File: src/rtl/bsg_fma_mul_issue_if.sv
// Request, multiplier-side and result channels of the bsg_fma_mul_issue stage.
// Signal names are kept relative to the issue stage so the port list reads like the block's own.
interface bsg_fma_mul_issue_if #(
    parameter int width_p     = 32,
    parameter int tag_width_p = 4
);
    logic                   v_i;
    logic                   ready_o;
    logic [width_p-1:0]     opA_i;
    logic [width_p-1:0]     opB_i;
    logic [1:0]             op_i;
    logic [tag_width_p-1:0] tag_i;

    logic                   mul_v_o;
    logic                   mul_ready_i;
    logic [width_p-1:0]     mul_opA_o;
    logic [width_p-1:0]     mul_opB_o;
    logic                   mul_signed_o;
    logic                   mul_high_o;
    logic                   mul_v_i;
    logic [width_p-1:0]     mul_res_i;

    logic                   v_o;
    logic [width_p-1:0]     data_o;
    logic [tag_width_p-1:0] tag_o;
    logic                   yumi_i;

    modport slave (
        input  v_i, opA_i, opB_i, op_i, tag_i, mul_ready_i, mul_v_i, mul_res_i, yumi_i,
        output ready_o, mul_v_o, mul_opA_o, mul_opB_o, mul_signed_o, mul_high_o,
               v_o, data_o, tag_o
    );

    modport master (
        output v_i, opA_i, opB_i, op_i, tag_i, mul_ready_i, mul_v_i, mul_res_i, yumi_i,
        input  ready_o, mul_v_o, mul_opA_o, mul_opB_o, mul_signed_o, mul_high_o,
               v_o, data_o, tag_o
    );
endinterface

File: src/rtl/bsg_fma_mul_issue.sv
// Issue/retire stage for an untagged, unbackpressured 32-bit multiplier: queues requests,
// tracks tags of in-flight ops and buffers results in a credit-protected output FIFO.
module bsg_fma_mul_issue #(
    parameter int width_p     = 32,
    parameter int tag_width_p = 4,
    parameter int els_p       = 4
) (
    input  logic               clk_i,
    input  logic               reset_n_i,
    bsg_fma_mul_issue_if.slave io
);
    localparam int ptr_w_lp = $clog2(els_p);
    localparam int cnt_w_lp = ptr_w_lp + 1;
    localparam logic [cnt_w_lp:0]   els_sum_lp = (cnt_w_lp + 1)'(els_p);
    localparam logic [cnt_w_lp-1:0] els_cnt_lp = cnt_w_lp'(els_p);

    typedef enum logic [1:0] {
        OP_MUL   = 2'd0,
        OP_MULH  = 2'd1,
        OP_MULHU = 2'd2,
        OP_RSVD  = 2'd3
    } op_e;

    typedef struct packed {
        logic [width_p-1:0]     a;
        logic [width_p-1:0]     b;
        logic [1:0]             op;
        logic [tag_width_p-1:0] tag;
    } req_s;

    typedef struct packed {
        logic [width_p-1:0]     data;
        logic [tag_width_p-1:0] tag;
    } res_s;

    req_s                   in_mem  [2];
    logic [tag_width_p-1:0] tag_mem [els_p];
    res_s                   out_mem [els_p];

    logic                in_wr_q,  in_wr_d,  in_rd_q,  in_rd_d;
    logic [1:0]          in_cnt_q, in_cnt_d;
    logic [ptr_w_lp-1:0] tag_wr_q, tag_wr_d, tag_rd_q, tag_rd_d;
    logic [ptr_w_lp-1:0] out_wr_q, out_wr_d, out_rd_q, out_rd_d;
    logic [cnt_w_lp-1:0] inflight_q, inflight_d, out_cnt_q, out_cnt_d;
    logic                hi_busy_q, hi_busy_d;

    req_s              in_head;
    logic              head_high;
    logic              accept, issue, retire, consume;
    logic [cnt_w_lp:0] used;

    assign in_head   = in_mem[in_rd_q];
    assign head_high = (in_head.op == OP_MULH) || (in_head.op == OP_MULHU);
    assign used      = {1'b0, inflight_q} + {1'b0, out_cnt_q};

    assign accept  = io.v_i & io.ready_o;
    assign issue   = (in_cnt_q != 2'd0) & io.mul_ready_i & (used < els_sum_lp) & ~hi_busy_q;
    assign retire  = io.mul_v_i & (inflight_q != '0);
    assign consume = io.yumi_i & (out_cnt_q != '0);

    assign io.ready_o      = (in_cnt_q != 2'd2);
    assign io.mul_v_o      = issue;
    assign io.mul_opA_o    = in_head.a;
    assign io.mul_opB_o    = in_head.b;
    assign io.mul_signed_o = (in_head.op == OP_MULH);
    assign io.mul_high_o   = head_high;
    assign io.v_o          = (out_cnt_q != '0);
    assign io.data_o       = out_mem[out_rd_q].data;
    assign io.tag_o        = out_mem[out_rd_q].tag;

    assign in_wr_d    = in_wr_q ^ accept;
    assign in_rd_d    = in_rd_q ^ issue;
    assign in_cnt_d   = in_cnt_q + 2'(accept) - 2'(issue);
    assign tag_wr_d   = tag_wr_q + ptr_w_lp'(issue);
    assign tag_rd_d   = tag_rd_q + ptr_w_lp'(retire);
    assign out_wr_d   = out_wr_q + ptr_w_lp'(retire);
    assign out_rd_d   = out_rd_q + ptr_w_lp'(consume);
    assign inflight_d = inflight_q + cnt_w_lp'(issue) - cnt_w_lp'(retire);
    assign out_cnt_d  = out_cnt_q + cnt_w_lp'(retire) - cnt_w_lp'(consume);

    // The high op is always the youngest in flight, so its result is the one that
    // retires with a single op outstanding; older low results must not release the block.
    always_comb begin
        hi_busy_d = hi_busy_q;
        if (issue && head_high) begin
            hi_busy_d = 1'b1;
        end else if (retire && inflight_q == cnt_w_lp'(1)) begin
            hi_busy_d = 1'b0;
        end
    end

    always_ff @(posedge clk_i or negedge reset_n_i) begin
        if (!reset_n_i) begin
            in_wr_q    <= 1'b0;
            in_rd_q    <= 1'b0;
            in_cnt_q   <= 2'd0;
            tag_wr_q   <= '0;
            tag_rd_q   <= '0;
            out_wr_q   <= '0;
            out_rd_q   <= '0;
            inflight_q <= '0;
            out_cnt_q  <= '0;
            hi_busy_q  <= 1'b0;
        end else begin
            in_wr_q    <= in_wr_d;
            in_rd_q    <= in_rd_d;
            in_cnt_q   <= in_cnt_d;
            tag_wr_q   <= tag_wr_d;
            tag_rd_q   <= tag_rd_d;
            out_wr_q   <= out_wr_d;
            out_rd_q   <= out_rd_d;
            inflight_q <= inflight_d;
            out_cnt_q  <= out_cnt_d;
            hi_busy_q  <= hi_busy_d;
        end
    end

    // NOTE: FIFO storage is deliberately left unreset; the counters and pointers alone
    // decide which entries are live, so clearing the arrays would only cost flops.
    always_ff @(posedge clk_i) begin
        if (accept) begin
            in_mem[in_wr_q] <= '{a: io.opA_i, b: io.opB_i, op: io.op_i, tag: io.tag_i};
        end
        if (issue) begin
            tag_mem[tag_wr_q] <= in_head.tag;
        end
        if (retire) begin
            out_mem[out_wr_q] <= '{data: io.mul_res_i, tag: tag_mem[tag_rd_q]};
        end
    end

    mul_overflow_a: assert property (@(posedge clk_i) disable iff (!reset_n_i)
        !(io.mul_v_i && out_cnt_q == els_cnt_lp));

endmodule

File: src/flat_wrapper.sv
// flat-port wrapper written by rule: the top's interface ports become plain ports
module bsg_fma_mul_issue_flat 
#(
    parameter int width_p     = 32,
    parameter int tag_width_p = 4,
    parameter int els_p       = 4
)
  (clk_i, reset_n_i, io_v_i, io_opA_i, io_opB_i, io_op_i, io_tag_i, io_mul_ready_i, io_mul_v_i, io_mul_res_i, io_yumi_i, io_ready_o, io_mul_v_o, io_mul_opA_o, io_mul_opB_o, io_mul_signed_o, io_mul_high_o, io_v_o, io_data_o, io_tag_o);
  bsg_fma_mul_issue_if #(.width_p(width_p), .tag_width_p(tag_width_p)) io_i ();
  input  logic clk_i;
  input  logic reset_n_i;
  input wire logic [$bits(io_i.v_i)-1:0] io_v_i;
  input wire logic [$bits(io_i.opA_i)-1:0] io_opA_i;
  input wire logic [$bits(io_i.opB_i)-1:0] io_opB_i;
  input wire logic [$bits(io_i.op_i)-1:0] io_op_i;
  input wire logic [$bits(io_i.tag_i)-1:0] io_tag_i;
  input wire logic [$bits(io_i.mul_ready_i)-1:0] io_mul_ready_i;
  input wire logic [$bits(io_i.mul_v_i)-1:0] io_mul_v_i;
  input wire logic [$bits(io_i.mul_res_i)-1:0] io_mul_res_i;
  input wire logic [$bits(io_i.yumi_i)-1:0] io_yumi_i;
  output wire logic [$bits(io_i.ready_o)-1:0] io_ready_o;
  output wire logic [$bits(io_i.mul_v_o)-1:0] io_mul_v_o;
  output wire logic [$bits(io_i.mul_opA_o)-1:0] io_mul_opA_o;
  output wire logic [$bits(io_i.mul_opB_o)-1:0] io_mul_opB_o;
  output wire logic [$bits(io_i.mul_signed_o)-1:0] io_mul_signed_o;
  output wire logic [$bits(io_i.mul_high_o)-1:0] io_mul_high_o;
  output wire logic [$bits(io_i.v_o)-1:0] io_v_o;
  output wire logic [$bits(io_i.data_o)-1:0] io_data_o;
  output wire logic [$bits(io_i.tag_o)-1:0] io_tag_o;
  assign io_i.v_i = io_v_i;
  assign io_i.opA_i = io_opA_i;
  assign io_i.opB_i = io_opB_i;
  assign io_i.op_i = io_op_i;
  assign io_i.tag_i = io_tag_i;
  assign io_i.mul_ready_i = io_mul_ready_i;
  assign io_i.mul_v_i = io_mul_v_i;
  assign io_i.mul_res_i = io_mul_res_i;
  assign io_i.yumi_i = io_yumi_i;
  assign io_ready_o = io_i.ready_o;
  assign io_mul_v_o = io_i.mul_v_o;
  assign io_mul_opA_o = io_i.mul_opA_o;
  assign io_mul_opB_o = io_i.mul_opB_o;
  assign io_mul_signed_o = io_i.mul_signed_o;
  assign io_mul_high_o = io_i.mul_high_o;
  assign io_v_o = io_i.v_o;
  assign io_data_o = io_i.data_o;
  assign io_tag_o = io_i.tag_o;
  bsg_fma_mul_issue #(.width_p(width_p), .tag_width_p(tag_width_p), .els_p(els_p)) u_core (.clk_i(clk_i), .reset_n_i(reset_n_i), .io(io_i));
endmodule
File: config.mk
export PLATFORM = sky130hd
export DESIGN_NAME = bsg_fma_mul_issue_flat
export DESIGN_NICKNAME = d
export VERILOG_FILES = /design/src/rtl/bsg_fma_mul_issue_if.sv /design/src/rtl/bsg_fma_mul_issue.sv /design/src/flat_wrapper.sv
export SDC_FILE = /design/constraint.sdc
export NUM_CORES = 1
export LEC_CHECK = 0
export CAP_MARGIN = 0
export CORE_MARGIN = 2
export CORE_UTILIZATION = 30
export CTS_CLUSTER_SIZE = 25
export DETAILED_ROUTE_END_ITERATION = 6
export HOLD_SLACK_MARGIN = 0.02
export PLACE_DENSITY_LB_ADDON = 0.05
export SKIP_LAST_GASP = 1
export SLEW_MARGIN = 20
export SYNTH_ARGS = -nofsm -noshare
export SYNTH_HDL_FRONTEND = slang
export SYNTH_SLANG_ARGS = --single-unit
File: constraint.sdc
create_clock -name clk_i -period 5.1 [get_ports clk_i]
set_input_delay 1.275 -clock clk_i [delete_from_list [all_inputs] [get_ports clk_i]]
set_output_delay 1.275 -clock clk_i [all_outputs]
set_load 0.03 [all_outputs]
==> results.tsv, run 1 <==
metric	value	unit
status	finished clean	
# resized after CTS	0	
Simple-Gate Fraction of Synth Area	0.7824	%
Commonest cells post-synth	edfxtp_1 (300), mux2_2 (69), buf_4 (64), mux4_2 (34), dfrtp_1 (19)	
XOR/XNOR Fraction of Synth Area	0.7824	%
leakage	5.309	nW
Hold WS	512.0	ps
Synth area leaders	edfxtp_1 (73%), mux2_2 (6.3%), mux4_2 (6.2%)	
Hold-fix buffers, CTS	0	
r2r endpoint	u_core.inflight_q[2]$_DFF_PN0_	
Adder-Cell Fraction of Synth Area	1.849	%
worst setup margin	618.4	ps
Power Dens Cells	628.6	mW/mm²
reg-to-reg slack, setup	2410	ps
Routed Antenna Nets	0	
Finished Layout Cells	1314	
routability cong.	0.7226	
share of flip-flops with an asynchronous set or reset	5.956	%
final hold vios	0	
fin crit period	4482	ps
CTS clk-pin slew, worst paths	50	ps
syn_area_per_cell	21.49	µm²
Routed WL	25040	µm
DPL Wire Length	15160	µm
postcts setup bufs	0	
Placed Cells	1242	
synth unique cells	26	
initial core utilization	30.30	%
Wirelength per Cell	19.05	µm
Slew Limit Fails	0	
DR iter-0 viols	242	
R2R depth	9	
Vias/cell	4.291	
total gr overflow	0	
Syn Std Cell Area	0.01231	mm²
Min-Delay Startpoint	u_core.in_cnt_q[1]$_DFF_PN0_	
root buffer cell	clkbuf_16	
Crit Reg-Reg Startpoint	u_core.out_cnt_q[2]$_DFF_PN0_	
Worst path max stage delay	750	ps
syn nets	698	
Worst Tran Pin Value	1012	ps
flop and latch count out of synthesis	319	
crit path from	io_mul_ready_i	
Vias	5639	
Hold Path Class	reg -> reg	
yosys warns	0	
remaining routing DRC violations	0	
IO buf count	212	
Setup crit end kind	output port	
vias in the first global route	6323	
io pins	213	
clk_lat worst skew	540	ps
RSZ-0062 raised after global routing	false	
worst slack, placed	615.8	ps
gr usage total	11.77	%
Post-synth EDFFs	300	
Layout area overhead	28.98	%
share of layout cells above drive strength 1	21.90	%
Pre-antenna DRT Iters	4	
first-pass GRT wire length	36980	µm
top-count cell post-synth	edfxtp_1	
largest net degree at the start of global routing	71	
Slew headroom	32.53	%
chip width	206.6	µm
Die ar.	0.04268	mm²
CP Data Arrival Time	3210	ps
Rows	74	
nets@finish	877	
Post-synth top flop	edfxtp_1	
Synth top area share	73.16	%
Req. time, crit path	3830	ps
CTS Sinks	319	
Final Cycle Share	87.88	%
kind of critical path	in -> out	
area leader, netlist	edfxtp_1	
Max IR drop VDD	0.0003046	V
Core ar.	0.04065	mm²
critical path fanouts, max	8	
Max-cap violations	0	
critical-path cell list	clkdlybuf4s50_1 > nor3b_1 > o2111ai_2 > inv_1 > clkdlybuf4s50_1	
CTS tree	built	
final setup TNS	0	ps
sequential fraction of the synthesis area	77.02	%
initial antenna violation count	2	
synthesized instance count	573	
Highest Clock Rate	223.1	MHz
WHS Path Cells	1	
Total Power	0.009984	W
most used cell, CP	clkdlybuf4s50_1	
final setup vio count	0	
CTS Buffer Depth	3	
clk_skew	12.54	ps
Worst Setup Start Kind	primary input	
largest family of logic cells by synthesized area	multiplexers	
htree depth	2	
Hold Path End	u_core.in_cnt_q[1]$_DFF_PN0_	
TritonCTS buffer count	38	
multiplexer share of the synthesized area	13.89	%
Synth Area in Compound Gates	0.2845	%
Die Y	206.6	µm
Slowest-stage cell, CP	clkdlybuf4s50_1	
-- sequential cells by signal (all words and copies together), names as in the netlist, 2 cells and up --
signal,count
u_core.out_mem,144
u_core.in_mem,140
u_core.tag_mem,16
u_core.inflight_q,3
u_core.out_cnt_q,3
u_core.in_cnt_q,2
u_core.out_rd_q,2
u_core.out_wr_q,2
u_core.tag_rd_q,2
u_core.tag_wr_q,2
-- kinds of logic after synthesis --
group / Yosys count
flip-flops: 319
multiplexers: 110
buffers and inverters: 94
AND/OR/NAND/NOR: 18
adder cells (fa/ha/maj): 17
XOR/XNOR: 11
AO/OA/AOI/OAI: 4
-- worst max path at each step --
stage	slack (ps)	end
2_1_floorplan	560	u_core.out_mem[1][0]$_DFFE_PP_
3_3_place_gp	630	io_mul_v_o
3_5_place_dp	620	io_mul_v_o
4_1_cts	590	io_mul_v_o
5_1_grt	520	io_mul_v_o
6_report	620	io_mul_v_o
-- cell type report --
class | instances | area, µm²
fillers | 3656 | 24760
flip-flops and latches | 319 | 9490
repair buffers | 219 | 2227
multi-input cells | 160 | 2213
clock buffers | 51 | 1104
well taps | 532 | 665.6
clock inverters | 18 | 127.6
inverters | 14 | 52.55
diodes | 1 | 2.502
-- power breakdown --
part	leakage [nW]	total, W	switching (W)	internal, W
Combinational	1.73	0.00348	0.00192	0.00156
Clock	0.600	0.00261	0.00100	0.00161
Sequential	2.98	0.00389	0.000321	0.00357
-- critical path: cells and delay by family --
kind	cells	cell delay, ps
AO/OA/AOI/OAI	1	290
buffers and inverters	3	1410
AND/OR/NAND/NOR	1	230
-- routing by layer --
layer | track usage [%] | up-vias | wire [µm]
met5 | 0 | - | 13
met4 | 4.388 | 2 | 679
met3 | 5.903 | 44 | 2479
met2 | 19.15 | 176 | 12120
met1 | 13.31 | 2848 | 9747
li1 | - | 2569 | -
-- metrics by stage --
step	util, %	cell area, µm²
2_1_floorplan	-	12310
3_3_place_gp	35.90	14590
3_5_place_dp	35.90	14590
4_1_cts	38.92	15820
5_1_grt	39.07	15880
6_report	39.08	15880
-- cell usage in the layout, fill, tap and decap left out, types with 3 or more instances in the layout --
cell	n
xnor2_1	6
nand2_1	4
mux4_2	34
inv_1	14
clkbuf_1	6
edfxtp_1	300
xor2_1	5
clkbuf_8	4
nor3b_1	3
buf_4	4
ha_1	13
mux4_1	6
clkbuf_16	41
clkinv_1	12
clkdlybuf4s50_1	212
clkinv_2	3
dfrtp_1	16
mux2_2	69
No activity file was read; power rests on OpenSTA's default activity.
==> run 2: changes to the inputs <==
--- a/config.mk
+++ b/config.mk
@@ -5,6 +5,7 @@
 export SDC_FILE = /design/constraint.sdc
 export NUM_CORES = 1
 export LEC_CHECK = 0
+export ABC_AREA = 1
 export CAP_MARGIN = 0
 export CORE_MARGIN = 2
 export CORE_UTILIZATION = 30
==> results.tsv, run 2 <==
metric	value	unit
CTS clk-pin slew, worst paths	60	ps
io pins	213	
area of the multi-input gates	0.002263	mm²
R2R depth	9	
Sequential Area	0.009487	mm²
clk_lat worst skew	520	ps
vias in the first global route	7177	
CTS tree	built	
final hold vios	0	
first-pass GRT wire length	42500	µm
synthesized instance count	924	
sequential fraction of the synthesis area	75.36	%
worst slack, placed	786.2	ps
Core ar.	0.04167	mm²
htree depth	2	
Req. time, crit path	3830	ps
share of layout cells above drive strength 1	6.661	%
top-count cell post-synth	edfxtp_1	
synth unique cells	22	
Top Registers	u_core.out_mem x144, u_core.in_mem x140, u_core.tag_mem x16	
Power Dens Cells	654.4	mW/mm²
Routed WL	27890	µm
worst setup margin	798.1	ps
Vias	7083	
RSZ-0062 raised after global routing	false	
worst setup path endpoint	io_data_o[22]	
Commonest cells post-synth	edfxtp_1 (300), nand2_1 (225), nor2_1 (91), buf_4 (69), o21ai_1 (51)	
status	finished clean	
leakage	5.746	nW
# resized after CTS	0	
postcts setup bufs	0	
routability cong.	0.6633	
critical path depth	4	
buffers and inverters on the worst path	2	
Rows	75	
Worst Setup Start Kind	register	
area leader, netlist	edfxtp_1	
flop and latch count out of synthesis	319	
largest net degree at the start of global routing	73	
root buffer cell	clkbuf_16	
syn_area_per_cell	13.62	µm²
gr usage total	12.75	%
Routed Antenna Nets	0	
Worst Tran Pin Value	855.8	ps
Max-cap violations	0	
Reg with most FFs	u_core.out_mem	
Die ar.	0.04360	mm²
remaining routing DRC violations	0	
syn nets	1049	
CTS Buffer Depth	3	
TritonCTS buffer count	37	
yosys warns	0	
Largest register FFs	144	
Slew headroom	42.95	%
IO buf count	212	
Syn Std Cell Area	0.01258	mm²
nets@finish	1210	
Max IR drop VDD	0.0002958	V
kind of critical path	reg -> out	
Fillers	3986	
commonest non-fill, non-tap cell in the layout	edfxtp_1	
Setup crit end kind	output port	
Synth area leaders	edfxtp_1 (72%), nand2_1 (6.7%), buf_4 (4.1%)	
share of flip-flops with an asynchronous set or reset	5.956	%
Pre-antenna DRT Iters	4	
fin crit period	4302	ps
final setup TNS	0	ps
critical path fanouts, max	42	
Final Cycle Share	84.35	%
DR iter-0 viols	340	
crit path from	u_core.out_rd_q[0]$_DFF_PN0_	
Die Y	208.8	µm
total gr overflow	0	
reg-to-reg slack, setup	2570	ps
Worst path max stage delay	910	ps
final setup vio count	0	
clk_skew	21.91	ps
Slew Limit Fails	0	
Hold Path Class	reg -> reg	
CP delay by family, top	buffers and inverters	
initial antenna violation count	3	
Synth top area share	71.58	%
Hold-fix buffers, CTS	0	
critical-path cell list	buf_4 > o21ai_0 > o22ai_1 > clkdlybuf4s50_1	
DPL Wire Length	16540	µm
Highest Clock Rate	232.5	MHz
Wirelength per Cell	16.88	µm
initial core utilization	30.20	%
Layout area overhead	26.69	%
CP Data Arrival Time	3030	ps
Post-synth EDFFs	300	
Slowest-stage cell, CP	dfrtp_2	
chip width	208.8	µm
CTS Sinks	319	
most frequent cells in the layout	edfxtp_1 (300), nand2_1 (225), clkdlybuf4s50_1 (211)	
r2r endpoint	u_core.inflight_q[2]$_DFF_PN0_	
Vias/cell	4.288	
Post-synth top flop	edfxtp_1	
Crit Reg-Reg Startpoint	u_core.inflight_q[1]$_DFF_PN0_	
[run 2: changes by cell type after synthesis, moves of 11 or more]
cell,change
o21ai_1,+51
o21ai_0,+30
mux2_2,-69
o22ai_1,+40
buf_6,+12
mux4_2,-34
nand2_1,+221
inv_1,+11
nor2_1,+88
[run 2: logic make-up after synthesis]
logic type / count (synthesis) / synth area share (%)
simple gates: 324 / 9.744
xor+xnor: 9 / 0.6264
compound gates: 124 / 5.369
buf+inv: 130 / 7.009
flops: 319 / 75.36
mux: 1 / 0.07954
fa+ha+maj: 17 / 1.810
[run 2: area by class of cell]
cell class              count  area share [%]
flip-flops and latches    319           59.50
multi-input cells         475           14.20
repair buffers            224           14.00
clock buffers              47           6.310
well taps                 539           4.230
clock inverters            18           1.020
inverters                  28          0.7063
diodes                      2         0.03139
[run 2: how the worst min path moves through the flow]
stage                                              from                             to  slack, ps  cells after the start
after floorplan           u_core.out_cnt_q[1]$_DFF_PN0_  u_core.out_cnt_q[2]$_DFF_PN0_        470                      1
after global placement     u_core.tag_wr_q[1]$_DFF_PN0_   u_core.tag_wr_q[1]$_DFF_PN0_        510                      1
after detailed placement   u_core.tag_wr_q[1]$_DFF_PN0_   u_core.tag_wr_q[1]$_DFF_PN0_        510                      1
after CTS                  u_core.tag_wr_q[1]$_DFF_PN0_   u_core.tag_wr_q[1]$_DFF_PN0_        520                      1
after global routing      u_core.out_cnt_q[1]$_DFF_PN0_  u_core.out_cnt_q[2]$_DFF_PN0_        550                      1
final                      u_core.tag_wr_q[1]$_DFF_PN0_   u_core.tag_wr_q[1]$_DFF_PN0_        520                      1
[run 2: routing by layer]
layer	share of wire [%]	wire (µm)	global-route usage, %	vias up
li1	-	-	-	3512
met1	42	11650	15.35	3349
met2	47	13100	20.64	172
met3	8.9	2495	5.395	46
met4	2.2	614	4.064	4
met5	0.11	30	0.4449	-
[run 2: through the flow]
| stage | instance area, µm² | cells | total power (W) | hold slack (ps) | util, % |
|---|---|---|---|---|---|
| after floorplan | 12580 | 924 | 0.006751 | 468.7 | - |
| after global placement | 14770 | 1585 | 0.008091 | 508.4 | 35.46 |
| after detailed placement | 14770 | 1585 | 0.008084 | 508.0 | 35.46 |
| after CTS | 15940 | 1650 | 0.01068 | 519.4 | 38.26 |
| after global routing | 15940 | 1650 | 0.01109 | 549.5 | 38.25 |
| final | 15940 | 1652 | 0.01043 | 519.3 | 38.26 |
[run 2: where the power goes]
group          internal (W)  switching [W]
clock network       0.00154       0.000995
logic               0.00142        0.00266
registers           0.00358       0.000228
